==> config.mk <==
export PLATFORM = sky130hd
export DESIGN_NAME = ysyx_23060124_stage_fifo
export DESIGN_NICKNAME = d
export VERILOG_FILES = /design/src/rtl/ysyx_23060124_stage_fifo.sv
export SDC_FILE = /design/constraint.sdc
export NUM_CORES = 1
export LEC_CHECK = 0
export ABC_AREA = 1
export CORE_ASPECT_RATIO = 1.2
export CORE_MARGIN = 3
export CORE_UTILIZATION = 51
export CTS_BUF_LIST = sky130_fd_sc_hd__clkbuf_8
export DETAILED_ROUTE_END_ITERATION = 6
export PLACE_DENSITY = 0.85
export SKIP_LAST_GASP = 1
export SYNTH_ARGS = -nofsm -noshare
export SYNTH_HDL_FRONTEND = slang
export SYNTH_SLANG_ARGS = --single-unit
==> constraint.sdc <==
create_clock -name clk -period 1.54 [get_ports clk]
set_input_delay 0.308 -clock clk [delete_from_list [all_inputs] [get_ports clk]]
set_output_delay 0.308 -clock clk [all_outputs]
set_load 0.1 [all_outputs]
==> src/rtl/ysyx_23060124_stage_fifo.sv <==
// ysyx_23060124_stage_fifo
//   Elastic valid/ready buffer between pipeline stages. Holds up to DEPTH
//   entries in a circular store. When BYPASS is set, an empty buffer passes the
//   input straight to the output in the same cycle. A synchronous flush drops
//   every entry so that a branch, jump, ecall or mret can redirect the pipeline.
//   o_pre_ready is computed only from registered state and i_flush, so there is
//   no combinational path from i_post_ready to it.
//
// Ports
//   clk           clock, rising edge
//   i_rst_n       asynchronous active-low reset
//   i_flush       synchronous flush, discards all entries
//   i_pre_valid   producer has data on i_data
//   o_pre_ready   buffer can accept data this cycle
//   i_data        producer payload
//   o_post_valid  o_data is valid for the consumer
//   i_post_ready  consumer accepts o_data this cycle
//   o_data        head entry, or the bypassed input
//   o_count       number of stored entries
//   o_full        o_count == DEPTH
//   o_empty       o_count == 0
module ysyx_23060124_stage_fifo #(
  parameter int WIDTH  = 32,
  parameter int DEPTH  = 2,
  parameter int BYPASS = 0,
  localparam int CW    = $clog2(DEPTH + 1)
) (
  input  logic             clk,
  input  logic             i_rst_n,
  input  logic             i_flush,
  input  logic             i_pre_valid,
  output logic             o_pre_ready,
  input  logic [WIDTH-1:0] i_data,
  output logic             o_post_valid,
  input  logic             i_post_ready,
  output logic [WIDTH-1:0] o_data,
  output logic [CW-1:0]    o_count,
  output logic             o_full,
  output logic             o_empty
);

  localparam int AW = (DEPTH > 1) ? $clog2(DEPTH) : 1;

  logic [WIDTH-1:0] mem_q [DEPTH];
  logic [AW-1:0]    wr_ptr_q, wr_ptr_d;
  logic [AW-1:0]    rd_ptr_q, rd_ptr_d;
  logic [CW-1:0]    count_q, count_d;

  logic empty, full;
  logic push, pop;
  logic push_st, pop_st;
  logic thru;

  assign empty = (count_q == '0);
  assign full  = (count_q == CW'(DEPTH));

  assign o_pre_ready = !full && !i_flush;

  generate
    if (BYPASS != 0) begin : g_bypass
      assign o_post_valid = (!empty || i_pre_valid) && !i_flush;
      assign o_data       = empty ? i_data : mem_q[rd_ptr_q];
      // Empty buffer with both sides transferring: the word never lands in storage.
      assign thru         = empty && push && pop;
    end else begin : g_reg
      assign o_post_valid = !empty && !i_flush;
      assign o_data       = mem_q[rd_ptr_q];
      assign thru         = 1'b0;
    end
  endgenerate

  assign push    = i_pre_valid && o_pre_ready;
  assign pop     = o_post_valid && i_post_ready;
  assign push_st = push && !thru;
  assign pop_st  = pop && !empty;

  assign o_count = count_q;
  assign o_full  = full;
  assign o_empty = empty;

  // Wrap by explicit compare so non-power-of-two depths work.
  function automatic logic [AW-1:0] ptr_inc(input logic [AW-1:0] p);
    return (p == AW'(DEPTH - 1)) ? '0 : p + 1'b1;
  endfunction

  always_comb begin
    wr_ptr_d = wr_ptr_q;
    rd_ptr_d = rd_ptr_q;
    count_d  = count_q;
    if (i_flush) begin
      wr_ptr_d = '0;
      rd_ptr_d = '0;
      count_d  = '0;
    end else begin
      if (push_st) wr_ptr_d = ptr_inc(wr_ptr_q);
      if (pop_st)  rd_ptr_d = ptr_inc(rd_ptr_q);
      case ({push_st, pop_st})
        2'b10:   count_d = count_q + CW'(1);
        2'b01:   count_d = count_q - CW'(1);
        default: count_d = count_q;
      endcase
    end
  end

  always_ff @(posedge clk or negedge i_rst_n) begin
    if (!i_rst_n) begin
      wr_ptr_q <= '0;
      rd_ptr_q <= '0;
      count_q  <= '0;
    end else begin
      wr_ptr_q <= wr_ptr_d;
      rd_ptr_q <= rd_ptr_d;
      count_q  <= count_d;
    end
  end

  // Flush leaves storage untouched; only the pointers forget it.
  always_ff @(posedge clk or negedge i_rst_n) begin
    if (!i_rst_n) begin
      for (int i = 0; i < DEPTH; i++) mem_q[i] <= '0;
    end else if (push_st) begin
      mem_q[wr_ptr_q] <= i_data;
    end
  end

endmodule

---- Yosys cells after proc, flatten, opt, wreduce, memory -nomap -nowiden ----
Index checks and enable logic that the tools add are counted.
operators by class
  add/sub/neg operators ................... 4
  reductions and logical operators ........ 13
  multiplexer cells ....................... 14
  equality and inequality tests ........... 3
  bitwise gates (word level) .............. 2
  order comparisons ....................... 3
operator list
  cell                                                                          count
  32-bit two-way mux                                                            4
  64-bit bitwise mux                                                            1
  32-bit demux with 1-bit select                                                1
  1-bit logical AND                                                             6
  1-bit two-way mux                                                             6
  2-bit == test, second input constant                                          2
  2-bit >= comparator, second input constant                                    2
  1-bit NOT with 2-bit output                                                   2
  2-bit one-hot mux with 2 select lines                                         1
  2-bit nonzero test                                                            2
  1-bit logical NOT                                                             3
  3-bit nonzero test                                                            1
  1-bit adder, second input constant                                            2
  2-bit by 1-bit adder with 2-bit output, second input constant                 1
  2-bit by 1-bit == test with 1-bit output, second input constant               1
  2-bit logical NOT                                                             1
  2-bit by 1-bit less-than comparator with 1-bit output, second input constant  1
  2-bit two-way mux                                                             1
  2-bit by 1-bit subtractor with 2-bit output, second input constant            1
storage, ports and cells
  input bits .............................. 37
  register bits after elaboration ......... 68

---- Longest topological paths before layout ----
Gate-level depths: netlist of the first run.
  word-level depth ........................ 8
  gate-level depth with buffers ........... 9

---- Worst setup path after synthesis of the first run ----
Ideal clock, no wire load.
  kind .................................... reg-to-reg
  from .................................... register count_q[1] (netlist: o_count[1])
  to ...................................... register count_q[0] (netlist: o_count[0])
  arrival ................................. 3,834 ps
  library setup time ...................... 77 ps
  stages on the path, launching flop included .. 8
  clock period less this slack ............ 3,911 ps
  buffers on the path ..................... 0
  data required time ...................... 1,463 ps
  slack ................................... -2,371 ps
  cells stage by stage .................... dfrtp_1 -> nor2_1 -> nor2_1 -> nand2_1 -> nand2_1 -> nand2_1 -> nand3_1 -> o21ai_1
on the way
  longest elaborated chain between the ends .. 8
  elaborated cells on any way between the ends .. 14
RTL lines
  element                                                                           RTL line  RTL
  from (decl)                                                                       47        logic [CW-1:0] count_q, count_d;
  from (signal assigned)                                                            113       count_q <= count_d;
  2-bit logical NOT (*)                                                             54        assign empty = (count_q == '0);
  via o_empty                                                                       39        output logic o_empty
  1-bit logical NOT (*)                                                             66        assign o_post_valid = !empty && !i_flush;
  1-bit logical AND (*)                                                             66
  via o_post_valid                                                                  34        output logic o_post_valid,
  1-bit logical AND (*)                                                             73        assign pop = o_post_valid && i_post_ready;
  1-bit logical AND (*)                                                             75        assign pop_st = pop && !empty;
  2-bit by 1-bit == test with 1-bit output / 2-bit == test (equally long branches)  97        case ({push_st, pop_st})
  2-bit one-hot mux with 2 select lines                                             97
  2-bit two-way mux                                                                 90        if (i_flush) begin
The timed path passes the listed nets; every way through them passes the cells marked *.
A chain may end at the register's enable or synchronous reset.

---- Worst setup path in the final report of the first run ----
  from .................................... register rd_ptr_q
  to ...................................... output o_data[31]
on the way
  longest elaborated chain between the ends .. 4
RTL lines
  element                                                RTL line  RTL
  from (decl)                                            46        logic [AW-1:0] rd_ptr_q, rd_ptr_d;
  from (signal assigned)                                 112       rd_ptr_q <= rd_ptr_d;
  1-bit NOT with 2-bit output (not written as such)      67        assign o_data = mem_q[rd_ptr_q];
  32-bit two-way mux (not written as such) (3 in a row)  67
  to (decl)                                              36        output logic [WIDTH-1:0] o_data,
No other way between the ends. The select of a mux whose other input is x is not followed.

==> reports/qor.txt, run 1 <==
Initial Utilization - 0.539
DIE WIDTH - 77.4 um
# IOs - 75
clk sinks - 68
gr usage total - 0.229
status - finished, violations left
Worst Hold Class - register to register
period utilization - 1.21
Tmin final - 1860 ps
TritonCTS clock tree - yes
Hold Violations, Final - 0
synth-to-layout area growth - 74.0%
Syn Nets - 346
Max Cap Viol - 0
Least-Margin Pin Slew - 506 ps
setup tns final - -14450 ps
Crit Path Max Fanout - 18
layout cells sized above 1 - 0.481
drt via density - 6.01
clk slew on worst S/H paths - 80 ps
Avg Cell Area, Syn - 10.1 um^2
CP bufs+invs - 2
First DRT Iteration DRCs - 308
Core Rows - 30
RSZ-0062 raised after global routing - yes
core area - 5780 um^2
Final WS setup - -322 ps
Yosys reg bits - 68
Max Buffers Root-to-Sink - 2
Seq/Total Area, Yosys - 0.546
DRC violations left - 0
crit-path cells - buf_12, mux2_2, buf_12
Final HPWL DP - 5030 um
post-route ant nets - 0
Post-synth ARST share - 1.00
Antenna diodes - 0
Fmax achieved - 537 MHz
initial antenna violation count - 0
H-tree levels - 3
vias in the first global route - 2630
Die Y - 91.7 um
most frequent cell after synthesis - nand2_1
main flop type after synthesis - dfrtp_1
CTS Root Cell - clkbuf_8
top-area cell type share of the netlist area - 0.546
CP dominant cell by count - buf_12
die area - 7090 um^2
WP data required - 1230 ps
synth unique cells - 17
EDFF count, synth - 0
clock buffer count from CTS - 9
Worst Setup Path Type - register to output port
DR vias - 3075
first-pass GRT wire length - 12700 um
Post-Syn Instances - 309
startpoint types - register
Area contributors post-synth - dfrtp_1 55%, mux2_1 12%, nand2_1 8.7%, o21ai_1 7.2%, o21ai_2 6.2%
Routed WL per cell - 25.1 um
CP Capture Type - output port
IO Port Bufs - 74
CP max-delay cell - dfrtp_2
worst-skew pair later-pin latency - 360 ps
synthesized area - 3120 um^2
final wirelength - 12900 um
delay-heaviest family, CP - flip-flops
top cells by count, synth - 72 x nand2_1, 68 x dfrtp_1, 45 x o21ai_1, 35 x inv_1, 32 x mux2_1
Max Transition Viols Final - 0
WP data arrival - 1550 ps
global route overflow - 0
Fin Hold WS - 501 ps
Crit path largest cell delay - 440 ps
Placer Congestion - 0.807
failing checks - setup timing
setup violators final - 104
Rel. slew slack - 0.662
largest net degree at the start of global routing - 69
Max Clock Skew - 8.23 ps
worst slack, placed - -133 ps
Synth area leader - dfrtp_1
Pre-antenna DRT Iters - 5
NumNets Final - 464
synth warn - 0
==> metal layers <==
metal,vias up,share of wire,GRT usage
li1,1241,-,-
met1,1534,0.36,0.279
met2,222,0.51,0.390
met3,78,0.081,0.0678
met4,0,0.056,0.0742
met5,-,0,0
==> worst paths after layout <==
check,startpoint,to,slack (ps),cells past startpoint
worst max-delay path,rd_ptr_q$_DFFE_PN0P_,o_data[31],-320,3
worst min-delay path,mem_q[44]$_DFFE_PN0P_,mem_q[44]$_DFFE_PN0P_,500,2
worst max register to register,o_count[1]$_DFFE_PN0P_,mem_q[57]$_DFFE_PN0P_,-200,8
worst min register to register,mem_q[44]$_DFFE_PN0P_,mem_q[44]$_DFFE_PN0P_,500,2
max in group asynchronous,i_rst_n,o_count[0]$_DFFE_PN0P_,650,3
min in group asynchronous,i_rst_n,mem_q[62]$_DFFE_PN0P_,550,3
==> flip-flops by register name, indices dropped and copies added, names as in the netlist <==
signal and cells:
o_count 2, mem_q 64, wr_ptr_q 1, rd_ptr_q 1
==> logic make-up (layout without fill, tap and decap cells) <==
family                 Yosys count  in the layout  synth area share
multiplexers                    32             32             0.116
AND/OR/NAND/NOR                 87             89             0.120
flip-flops                      68             68             0.546
buffers and inverters           55            176            0.0847
AO/OA/AOI/OAI                   67             67             0.134
==> per-stage QoR <==
step                      cells   util  instance area [um^2]
after CTS                   486  0.831                  4800
after floorplan             309      -                  3270
after detailed placement    460  0.784                  4530
final                       512  0.938                  5420
after global placement      460  0.784                  4530
after global routing        512  0.938                  5420
==> timing repair <==
action / 4_1_cts / 5_1_grt
cloned: 0 / 18
hold endpoints to repair: 30 / 0
hold buffers: 1 / 0
setup endpoints to repair: 36 / 62
pin swaps: 4 / 3
gates resized for setup: 7 / 59
setup buffers: 10 / 8
==> worst min-delay path, cell delays in order (launching register included) <==
cell     delay (ps)
dfrtp_1         360
nand2_1          70
o21ai_2          50
==> cell type report <==
type / count / area (um^2)
inverter: 38 / 153
fill: 169 / 357
sequential: 68 / 1710
clock inverter: 5 / 27.5
multi-input combinational: 188 / 1510
timing repair buffer: 122 / 1770
tap: 80 / 100
clock buffer: 11 / 151
==> layout by cell type, fill, tap and decap left out, drive strengths merged <==
| cell | count |
|---|---|
| o21ai | 67 |
| clkinv | 4 |
| nand2 | 73 |
| clkdlybuf4s50 | 35 |
| nor3 | 1 |
| clkbuf | 20 |
| dfrtp | 68 |
| nor2 | 5 |
| dlygate4sd3 | 1 |
| inv | 39 |
| mux2 | 32 |
| buf | 77 |
| nand3 | 10 |
Power of run 1 is left out: the tool's default activity adds up to more than one toggle a clock period on the data nets, which glitch-free logic cannot reach.
==> inputs of run 2 (changes only) <==
- CORE_MARGIN: 3 -> 8
==> run 2 against run 1 <==
Net effect:
- count of clock-buffer cells in the layout grew 2
- largest cell class is now registers
- worst setup slack gained 80 ps
- sequential share of layout area grew 3.4 points
- non-clock buffer count fell by 24
- hold slack got worse by 26 ps
- routed wire length shrank 38%
- utilization down 12 points
- maximum frequency up 4.5%
- critical path depth unchanged
- design area fell by 9.9%
- the flow still finishes with violations (setup timing)
- critical path type unchanged
- sequential cell count unchanged
==> reports/qor.txt, run 2 (synthesis gave the netlist of run 1 again) <==
Rel. slew slack - 0.677
Core Rows - 31
DIE WIDTH - 87.4 um
Die Y - 102 um
worst-skew pair later-pin latency - 340 ps
Reg area - 1710 um^2
final wirelength - 7910 um
clock buffer count from CTS - 9
Worst Setup Path Type - register to output port
NumNets Final - 438
Initial Utilization - 0.522
# fillers - 342
die area - 8880 um^2
global route overflow - 0
Final HPWL DP - 5300 um
top sig layer - met4
core area - 5970 um^2
Max Buffers Root-to-Sink - 2
Max Clock Skew - 9.88 ps
setup violators final - 43
met2 wire len - 4130 um
Max Cap Viol - 0
WP data required - 1230 ps
Routed WL per cell - 16.2 um
CTS Root Cell - clkbuf_8
Max Transition Viols Final - 0
H-tree levels - 3
Largest Register - mem_q
First DRT Iteration DRCs - 96
DRC violations left - 0
Crit Path Max Fanout - 14
DRT met1 WL - 3020 um
Placer Congestion - 0.834
IO Port Bufs - 74
DR vias - 2552
CP Capture Type - output port
Antenna diodes - 0
Least-Margin Pin Slew - 485 ps
layout cells sized above 1 - 0.369
vias in the first global route - 2687
RSZ-0062 raised after global routing - yes
initial antenna violation count - 0
Tmin final - 1780 ps
Fin Hold WS - 474 ps
# IOs - 75
metal3 WL - 524 um
commonest non-fill, non-tap cell in the layout - nand2_1
Fmax achieved - 561 MHz
clk sinks - 68
Hold Violations, Final - 0
status - finished, violations left
first-pass GRT wire length - 12800 um
clk slew on worst S/H paths - 70 ps
area of the multi-input gates - 1300 um^2
drt via density - 5.23
TritonCTS clock tree - yes
Final WS setup - -242 ps
Pre-antenna DRT Iters - 5
synth-to-layout area growth - 56.8%
gr usage total - 0.186
largest net degree at the start of global routing - 40
Worst Hold Class - primary input to async pin
post-route ant nets - 0
period utilization - 1.16
startpoint types - register
max reg flops - 64
failing checks - setup timing
most frequent cells in the layout - 68 x nand2_1, 65 x dfrtp_1, 45 x o21ai_1, 45 x buf_12
WP data arrival - 1470 ps
[run 2: critical path, cell delays in order (launching register included)]
cell and delay (ps):
dfrtp_2 410, buf_12 170, mux2_2 380, buf_12 170
[run 2: repair_timing]
action,CTS,global route
setup endpoints to repair,37,39
hold buffers,1,0
resized for setup,4,8
endpoints found under the hold margin,17,0
pin swaps,2,3
setup buffers,5,4
[run 2: layer usage]
layer / vias up / GRT usage
met4: 0 / 0.106
li1: 1181 / -
met3: 19 / 0.0544
met1: 1256 / 0.207
met2: 96 / 0.311
met5: - / 0
[run 2: area by class of cell]
class | instances | area share
well taps | 82 | 0.0210
repair buffers | 98 | 0.287
multi-input cells | 186 | 0.265
clock buffers | 13 | 0.0366
clock inverters | 3 | 0.00870
inverters | 38 | 0.0312
flip-flops and latches | 68 | 0.350
[run 2: final timing paths]
path	from	endpoint	slack, ps	depth (start not counted)
worst max-delay path	rd_ptr_q$_DFFE_PN0P_	o_data[15]	-240	3
worst max register to register	o_count[0]$_DFFE_PN0P_	mem_q[63]$_DFFE_PN0P_	-10	9
max in group asynchronous	i_rst_n	mem_q[31]$_DFFE_PN0P_	550	3
min in group clk	mem_q[32]$_DFFE_PN0P_	mem_q[32]$_DFFE_PN0P_	490	2
worst min-delay path	i_rst_n	mem_q[3]$_DFFE_PN0P_	470	2
worst min register to register	mem_q[32]$_DFFE_PN0P_	mem_q[32]$_DFFE_PN0P_	490	2
[run 2: through the flow]
| step | setup WS, ps | utilization | cell area [um^2] | setup TNS (ps) | instances |
|---|---|---|---|---|---|
| 4_1_cts | -253 | 0.809 | 4830 | -7930 | 484 |
| 3_5_place_dp | -116 | 0.761 | 4550 | -2240 | 462 |
| 5_1_grt | -292 | 0.819 | 4890 | -9950 | 488 |
| 2_1_floorplan | -452 | - | 3270 | -25700 | 309 |
| 6_report | -242 | 0.819 | 4890 | -7640 | 488 |
| 3_3_place_gp | -53.5 | 0.761 | 4550 | -770 | 462 |
Power of run 2 is left out for the same reason.
